**src/rtl/mem_if_pkg.sv**
```systemverilog
// Shared types and sizing helpers for the memory interface front end.
package mem_if_pkg;

    localparam int unsigned DATA_W_DEF = 32;
    localparam int unsigned ADDR_W_DEF = 9;

    typedef enum logic [1:0] {
        IDLE      = 2'd0,
        RD_ACCESS = 2'd1,
        WR_ACCESS = 2'd2
    } state_e;

    // Width of a down-counter that must hold WAIT_CYCLES-1 without underflow.
    function automatic int unsigned cnt_width(input int unsigned wait_cycles);
        return $clog2(wait_cycles + 1);
    endfunction

endpackage

```
**src/rtl/mem_if_reg.sv**
```systemverilog
// Parameterised-width register with asynchronous clear and load enable.
module mem_reg #(
    parameter int unsigned W = 32
) (
    input  logic         clock,
    input  logic         clear,
    input  logic         load,
    input  logic [W-1:0] d,
    output logic [W-1:0] q
);

    logic [W-1:0] reg_q;

    // NOTE: clocked state uses non-blocking assignments so every flop samples pre-edge values.
    always_ff @(posedge clock or posedge clear) begin
        if (clear)
            reg_q <= '0;
        else if (load)
            reg_q <= d;
    end

    assign q = reg_q;

endmodule

```
**src/rtl/mem_interface.sv**
```systemverilog
// MAR/MDR front end that sequences control-unit requests into fixed-length RAM accesses.
module mem_interface
    import mem_if_pkg::*;
#(
    parameter int unsigned DATA_W      = DATA_W_DEF,
    parameter int unsigned ADDR_W      = ADDR_W_DEF,
    parameter int unsigned WAIT_CYCLES = 2
) (
    input  logic              clock,
    input  logic              clear,
    input  logic [DATA_W-1:0] bus_mux_out,
    input  logic              mar_in,
    input  logic              mdr_in,
    input  logic              read_req,
    input  logic              write_req,
    input  logic [DATA_W-1:0] mem_data_in,
    output logic [ADDR_W-1:0] mem_addr,
    output logic              mem_re,
    output logic              mem_we,
    output logic [DATA_W-1:0] mem_data_out,
    output logic [DATA_W-1:0] mdr_out,
    output logic              busy,
    output logic              done
);

    localparam int unsigned CNT_W = cnt_width(WAIT_CYCLES);
    localparam logic [CNT_W-1:0] CNT_LOAD = CNT_W'(WAIT_CYCLES - 1);

    state_e           state_q, state_d;
    logic [CNT_W-1:0] cnt_q, cnt_d;
    logic             done_q, done_d;

    logic              idle;
    logic              capture;
    logic              mdr_load;
    logic [DATA_W-1:0] mdr_d;
    logic [ADDR_W-1:0] mar_q;
    logic [DATA_W-1:0] mdr_q;

    assign idle     = (state_q == IDLE);
    assign capture  = (state_q == RD_ACCESS) && (cnt_q == '0);
    assign mdr_load = (mdr_in && idle) || capture;
    assign mdr_d    = capture ? mem_data_in : bus_mux_out;

    mem_reg #(.W(ADDR_W)) u_mar (
        .clock (clock),
        .clear (clear),
        .load  (mar_in && idle),
        .d     (bus_mux_out[ADDR_W-1:0]),
        .q     (mar_q)
    );

    mem_reg #(.W(DATA_W)) u_mdr (
        .clock (clock),
        .clear (clear),
        .load  (mdr_load),
        .d     (mdr_d),
        .q     (mdr_q)
    );

    always_ff @(posedge clock or posedge clear) begin
        if (clear) begin
            state_q <= IDLE;
            cnt_q   <= '0;
            done_q  <= 1'b0;
        end else begin
            state_q <= state_d;
            cnt_q   <= cnt_d;
            done_q  <= done_d;
        end
    end

    always_comb begin
        // NOTE: every output of this block is defaulted first so no path leaves a latch behind.
        state_d = state_q;
        cnt_d   = cnt_q;
        done_d  = 1'b0;
        unique case (state_q)
            IDLE: begin
                // Read wins over a simultaneous write; the write is dropped.
                if (read_req) begin
                    state_d = RD_ACCESS;
                    cnt_d   = CNT_LOAD;
                end else if (write_req) begin
                    state_d = WR_ACCESS;
                    cnt_d   = CNT_LOAD;
                end
            end
            RD_ACCESS, WR_ACCESS: begin
                if (cnt_q == '0) begin
                    state_d = IDLE;
                    done_d  = 1'b1;
                end else begin
                    cnt_d = cnt_q - CNT_W'(1);
                end
            end
            default: state_d = IDLE;
        endcase
    end

    // Enables decode from state alone; the async clear forces IDLE immediately.
    assign mem_re       = (state_q == RD_ACCESS);
    assign mem_we       = (state_q == WR_ACCESS);
    assign mem_addr     = mar_q;
    assign mem_data_out = mdr_q;
    assign mdr_out      = mdr_q;
    assign busy         = !idle;
    assign done         = done_q;

endmodule

```
**config.mk**
```make
export PLATFORM = sky130hd
export DESIGN_NAME = mem_interface
export DESIGN_NICKNAME = d
export VERILOG_FILES = /design/src/rtl/mem_if_pkg.sv /design/src/rtl/mem_if_reg.sv /design/src/rtl/mem_interface.sv
export SDC_FILE = /design/constraint.sdc
export NUM_CORES = 1
export LEC_CHECK = 0
export CORE_MARGIN = 3
export CORE_UTILIZATION = 35
export DETAILED_ROUTE_END_ITERATION = 12
export MAX_ROUTING_LAYER = met4
export PLACE_DENSITY = 0.73
export SKIP_CTS_REPAIR_TIMING = 1
export SLEW_MARGIN = 20
export SYNTH_ARGS = -nofsm -noshare
export SYNTH_HDL_FRONTEND = slang
export SYNTH_HIERARCHICAL = 1
export SYNTH_SLANG_ARGS = --single-unit
```
**constraint.sdc**
```tcl
create_clock -name clock -period 1.55 [get_ports clock]
set_input_delay 0.31 -clock clock [delete_from_list [all_inputs] [get_ports clock]]
set_output_delay 0.31 -clock clock [all_outputs]
set_load 0.01 [all_outputs]
```
==> results of run 1 <==
[state kept, by name, indices dropped and copies added (netlist names)]
register and flops:
done 1, u_mdr/q 32, cnt_q 2, u_mar/q 9
state_q 2
[power by group]
part,total [uW],leakage [uW],internal [uW],switching [uW]
Combinational,5520,0.00210,3540,1970
Sequential,2260,0.000542,1810,448
Clock,872,0.0000579,475,397
[kinds of logic (layout without fill, tap and decap cells)]
group,count (synthesis),in the layout
multiplexers,75,75
buffers and inverters,49,186
adder cells (fa/ha/maj),4,4
AND/OR/NAND/NOR,9,10
AO/OA/AOI/OAI,5,5
flip-flops,46,46
[per-layer routing]
metal  global-route usage  wire, um  vias up
met5                    -         0        -
met4               0.0366        65        0
met3               0.0410       454        7
met2                0.247      3600       82
met1                0.179      3050      935
li1                     -         -      885
[worst max path at each step]
stage | to | slack [ns] | cells after the start
6_report | u_mdr/q[21] | -0.06 | 5
5_1_grt | u_mdr/q[26] | -0.09 | 5
4_1_cts | busy | -0.44 | 4
3_5_place_dp | u_mar/q[7] | -0.13 | 5
3_3_place_gp | u_mdr/q[12] | -0.07 | 5
2_1_floorplan | u_mdr/q[0] | -0.01 | 8
[layout by cell type, fill, tap and decap left out, types with 2 or more instances in the layout]
cell type,synthesis,layout
sky130_fd_sc_hd__clkdlybuf4s50_1,0,73
sky130_fd_sc_hd__dlymetal6s2s_1,0,71
sky130_fd_sc_hd__mux2_4,40,65
sky130_fd_sc_hd__dfrtp_1,46,46
sky130_fd_sc_hd__buf_4,32,13
sky130_fd_sc_hd__mux2_2,34,9
sky130_fd_sc_hd__inv_2,0,5
sky130_fd_sc_hd__clkbuf_8,0,5
sky130_fd_sc_hd__buf_12,3,5
sky130_fd_sc_hd__inv_1,9,4
sky130_fd_sc_hd__ha_4,0,4
sky130_fd_sc_hd__buf_6,2,4
sky130_fd_sc_hd__nand2_1,4,3
sky130_fd_sc_hd__clkbuf_16,0,3
sky130_fd_sc_hd__nand2b_1,3,2
sky130_fd_sc_hd__a21oi_1,2,2
sky130_fd_sc_hd__clkinv_2,0,2
[layout make-up]
type / count / area, um2
flip-flops and latches: 46 / 1150
clock inverters: 3 / 40.0
multi-input cells: 94 / 1310
repair buffers: 169 / 1940
inverters: 9 / 33.8
clock buffers: 5 / 68.8
well taps: 99 / 124
fillers: 569 / 2630
[stage by stage]
step	cell area, um2	instances	worst slack (ns)
final	4670	425	-0.0570
after global routing	4670	425	-0.0933
after CTS	4180	413	-0.441
after detailed placement	4070	405	-0.125
after global placement	4070	405	-0.0744
after floorplan	2680	188	-0.0137
==> metrics.json, run 1 <==
{
  "sta": {
    "hold-worst-slack_ns": 0.281,
    "fin_crit_sh": 1.04,
    "finalWorstPathRequiredPeriod_ns": 1.61,
    "worst_clock_skew_ns": 0.00558,
    "clock.fmax_ghz": 0.622,
    "final.setup.tns_ns": -0.880,
    "slew_headroom": 0.747,
    "report.final.setup_viol": 27,
    "report.final.hold_viol_count": 0,
    "timing.final.ws_setup_ns": -0.0570,
    "maxSlewViolCount": 0,
    "rsz0062_at_grt": "yes",
    "timing_worst_slew_pin_value_ns": 0.380
  },
  "setup_path": {
    "r2r_cells": 5,
    "crit_start_category": "flip-flop",
    "critical_path_required_ns": 1.73,
    "r2r-start": "state_q[0]",
    "reg2reg_slack_ns": -0.06,
    "crit_path_max_incr_delay_ns": 0.43,
    "startpoint": "state_q[0]",
    "worst_setup_path_end_kind": "flip-flop",
    "criticalPathCategory": "flip-flop to flip-flop",
    "timing.rr.end": "u_mdr/q[21]",
    "worstPathMaxFanout": 8,
    "timing.critical_path.buf_inv": 1,
    "family_with_the_most_delay_on_the_worst_path": "multiplexers",
    "cp_data_arrival_time_ns": 1.79,
    "critical-path-slowest-cell": "sky130_fd_sc_hd__dfrtp_1",
    "crit_chain": "ha_4, nand2_8, clkbuf_16, mux2_2, mux2_4"
  },
  "die": {
    "core-area_um2": 7290,
    "die-width_um": 93.0,
    "fp.dieArea_um2": 8650,
    "die_height_um": 93.0,
    "rows": 31,
    "initial_core_util": 0.363,
    "io_pins": 147
  },
  "synth": {
    "postSynthRegisterBits": 46,
    "synth.yosys.seq_area_share": 0.434,
    "adder_cell_share_of_the_synthesized_area": 0.0189,
    "synth_top_family_by_area": "multiplexers",
    "synthesis.yosys.warnings": 6,
    "postSynthCellCount": 188,
    "post_synth_xor_area_fraction": 0,
    "netlist.area_leader.share": 0.434,
    "synth_unique_cells": 18,
    "post-synth-top-count-cell": "sky130_fd_sc_hd__dfrtp_1",
    "async_reset_ff_frac": 1.00,
    "synth-edff-count": 0,
    "synth.area.mux_share": 0.375,
    "mappedNetlistArea_um2": 2650,
    "synth_nets": 262,
    "synth-compound-area-share": 0.0137,
    "synth_top_cell_by_area": "sky130_fd_sc_hd__dfrtp_1",
    "yosys-top-cells-count": "46 x sky130_fd_sc_hd__dfrtp_1, 40 x sky130_fd_sc_hd__mux2_4, 34 x sky130_fd_sc_hd__mux2_2, 32 x sky130_fd_sc_hd__buf_4, 9 x sky130_fd_sc_hd__inv_1",
    "synth_simple_gate_area_share": 0.0179,
    "synth_ff_type": "sky130_fd_sc_hd__dfrtp_1",
    "synth.avg_cell_area_um2": 14.1,
    "synthTopCellsByArea": "sky130_fd_sc_hd__dfrtp_1 43%, sky130_fd_sc_hd__mux2_4 23%, sky130_fd_sc_hd__mux2_2 14%"
  },
  "placed_design": {
    "detailedPlacementHpwl_um": 4860,
    "port_buffers": 146,
    "place.gp.congestion": 0.749
  },
  "detailed_routing": {
    "drt_iter0_markers": 30,
    "via_count": 1909,
    "dr.pass1.iters": 4,
    "wl_per_cell_um": 16.9,
    "vias_per_cell": 4.49,
    "antenna_violating_nets_post_route": 0,
    "finalWirelength_um": 7170,
    "drc_errors": 0
  },
  "cts": {
    "htreeDepth": 2,
    "cts.path.max_buffers": 2,
    "worstSkewPairLatency_ns": 0.29,
    "number_of_buffers_created_by_cts": 5,
    "clkSlewWorstSetupHoldPaths_ns": 0.08,
    "tritoncts": "yes",
    "root_buffer": "sky130_fd_sc_hd__clkbuf_8",
    "clock-sinks": 46
  },
  "power_and_ir_drop": {
    "worst_ir_drop_on_vdd_uv": 995,
    "total_power_uw": 8650,
    "power.leakage_uw": 0.00270,
    "power_per_cell_area_nw_per_um2": 1850
  },
  "hold_path": {
    "hold_path_class": "input pin to async pin"
  },
  "status": {
    "violations": "negative setup slack",
    "result_of_the_run": "finished with violations"
  },
  "layout": {
    "insertedDiodeCount": 0,
    "layout-area-overhead-vs-synth_pct": 76.1,
    "final_layout_size_suffix_gt1_frac": 0.374,
    "final_core_utilization": 0.640,
    "design.final.nets": 399
  },
  "global_route": {
    "grt_max_degree": 28,
    "grtUsageTotal": 0.148,
    "grt_pass1_vias": 1974,
    "grt_first_pass_wirelength_um": 9900,
    "gr-total-overflow": 0,
    "antenna_found_initial": 0
  },
  "flow_run": {
    "cap_viol_max_count": 0
  }
}
No activity file was read; power rests on OpenSTA's default activity.
==> run 2, diff against run 1 <==
--- a/config.mk
+++ b/config.mk
@@ -8,6 +8,7 @@
 export CORE_MARGIN = 3
 export CORE_UTILIZATION = 35
 export DETAILED_ROUTE_END_ITERATION = 12
+export HOLD_SLACK_MARGIN = 0.05
 export MAX_ROUTING_LAYER = met4
 export PLACE_DENSITY = 0.73
 export SKIP_CTS_REPAIR_TIMING = 1
==> constraint.sdc (replaced) <==
create_clock -name clock -period 1.4 [get_ports clock]
set_input_delay 0.28 -clock clock [delete_from_list [all_inputs] [get_ports clock]]
set_output_delay 0.28 -clock clock [all_outputs]
set_load 0.01 [all_outputs]
==> metrics.json, run 2 (synthesized netlist as in run 1, its figures left out) <==
{
  "sta": {
    "final.setup.tns_ns": -8.35,
    "maxSlewViolCount": 0,
    "finalWorstPathRequiredPeriod_ns": 1.67,
    "timing_worst_slew_pin_value_ns": 0.370,
    "worst_clock_skew_ns": 0.0109,
    "rsz0062_at_grt": "yes",
    "timing.final.ws_setup_ns": -0.268,
    "report.final.setup_viol": 46,
    "report.final.hold_viol_count": 0,
    "fin_crit_sh": 1.19,
    "slew_headroom": 0.753,
    "clock.fmax_ghz": 0.600,
    "hold-worst-slack_ns": 0.257
  },
  "layout": {
    "final_layout_size_suffix_gt1_frac": 0.368,
    "insertedDiodeCount": 0,
    "layout.cells.most_common": "sky130_fd_sc_hd__dlymetal6s2s_1",
    "most-common-layout-cells": "75 x sky130_fd_sc_hd__dlymetal6s2s_1, 74 x sky130_fd_sc_hd__mux2_4, 69 x sky130_fd_sc_hd__clkdlybuf4s50_1, 46 x sky130_fd_sc_hd__dfrtp_1, 17 x sky130_fd_sc_hd__buf_4",
    "design.final.nets": 402,
    "largest_reg_flops": 32,
    "fillerInstances": 566,
    "layout-area-overhead-vs-synth_pct": 77.9
  },
  "cts": {
    "cts.path.max_buffers": 2,
    "worstSkewPairLatency_ns": 0.29,
    "clock-sinks": 46,
    "htreeDepth": 2,
    "root_buffer": "sky130_fd_sc_hd__clkbuf_8",
    "clkSlewWorstSetupHoldPaths_ns": 0.09,
    "number_of_buffers_created_by_cts": 5,
    "tritoncts": "yes"
  },
  "placed_design": {
    "detailedPlacementHpwl_um": 4970,
    "place.gp.congestion": 0.747,
    "port_buffers": 146
  },
  "detailed_routing": {
    "via_count": 1942,
    "finalWirelength_um": 7250,
    "drc_errors": 0,
    "vias_per_cell": 4.54,
    "antenna_violating_nets_post_route": 0,
    "dr.pass1.iters": 4,
    "drt_iter0_markers": 18,
    "wl_per_cell_um": 16.9
  },
  "setup_path": {
    "r2r-start": "state_q[0]",
    "startpoint": "state_q[0]",
    "cp_data_arrival_time_ns": 1.85,
    "worst_setup_path_end_kind": "flip-flop",
    "crit_start_category": "flip-flop",
    "critical_path_required_ns": 1.58,
    "worstPathMaxFanout": 8,
    "criticalPathCategory": "flip-flop to flip-flop"
  },
  "die": {
    "core-area_um2": 7290,
    "initial_core_util": 0.363,
    "fp.dieArea_um2": 8650,
    "die_height_um": 93.0,
    "rows": 31,
    "io_pins": 147,
    "die-width_um": 93.0
  },
  "power_and_ir_drop": {
    "netSwitchingFraction": 0.326,
    "power.sequential.fraction": 0.260,
    "power_per_cell_area_nw_per_um2": 2030,
    "worst_ir_drop_on_vdd_uv": 1140,
    "combinationalPowerShare": 0.636,
    "pwr-share-clk": 0.103,
    "power_switching_uw": 3120,
    "power.leakage_uw": 0.00279,
    "internal_power_uw": 6460,
    "total_power_uw": 9580
  },
  "flow_run": {
    "cap_viol_max_count": 0
  },
  "global_route": {
    "grt_pass1_vias": 1971,
    "gr-total-overflow": 0,
    "grt_first_pass_wirelength_um": 9760,
    "antenna_found_initial": 0,
    "grt_max_degree": 28,
    "grtUsageTotal": 0.146
  },
  "hold_path": {
    "hold_path_class": "input pin to async pin"
  },
  "status": {
    "violations": "negative setup slack",
    "result_of_the_run": "finished with violations"
  }
}
==> run 2: critical path, cell delays in order (launching register included) <==
cell and delay, ns:
sky130_fd_sc_hd__dfrtp_1 0.40, sky130_fd_sc_hd__buf_6 0.12, sky130_fd_sc_hd__ha_4 0.17, sky130_fd_sc_hd__nand2_8 0.12, sky130_fd_sc_hd__clkbuf_16 0.19, sky130_fd_sc_hd__mux2_4 0.30, sky130_fd_sc_hd__mux2_4 0.26
==> run 2: cell type report <==
| type | count | area (um2) | area share |
|---|---|---|---|
| Timing Repair Buffer | 172 | 1960 | 0.416 |
| Multi-Input combinational cell | 94 | 1330 | 0.283 |
| Sequential cell | 46 | 1150 | 0.244 |
| Tap cell | 99 | 124 | 0.0263 |
| Clock buffer | 5 | 68.8 | 0.0146 |
| Clock inverter | 3 | 45.0 | 0.00955 |
| Inverter | 9 | 33.8 | 0.00717 |
==> run 2: per-stage QoR <==
step	area (um2)	worst slack [ns]	util	instances
floorplan	2680	-0.164	-	188
detailed placement	4100	-0.214	0.563	409
global route	4710	-0.308	0.647	428
global placement	4100	-0.193	0.563	409
CTS	4220	-0.518	0.578	417
finish	4710	-0.268	0.647	428
==> run 2: path summary, 6_finish.rpt <==
path                       cells after the start           to  slack (ns)
min in group clock                             1   u_mar/q[2]        0.51
hold / removal                                 2         done        0.26
setup / recovery                               6  u_mdr/q[22]       -0.27
setup reg to reg                               6  u_mdr/q[22]       -0.27
max in group asynchronous                      2   u_mar/q[3]        0.81
hold reg to reg                                1   u_mar/q[2]        0.51
==> run 2: power groups by stage <==
stage               logic, uW  clock network [uW]  registers, uW
finish                   6090                 987           2490
global route             6440                1080           2600
CTS                      5820                1020           2560
detailed placement       5800                   0           2560
global placement         5690                   0           2560
floorplan                3280                   0           2760
==> run 2: metal layers <==
layer	vias up	global-route usage	part of all wire
met3	2	0.0442	0.071
met5	-	-	0
met4	0	0.0330	0.0037
met2	84	0.242	0.51
li1	887	-	-
met1	969	0.175	0.41
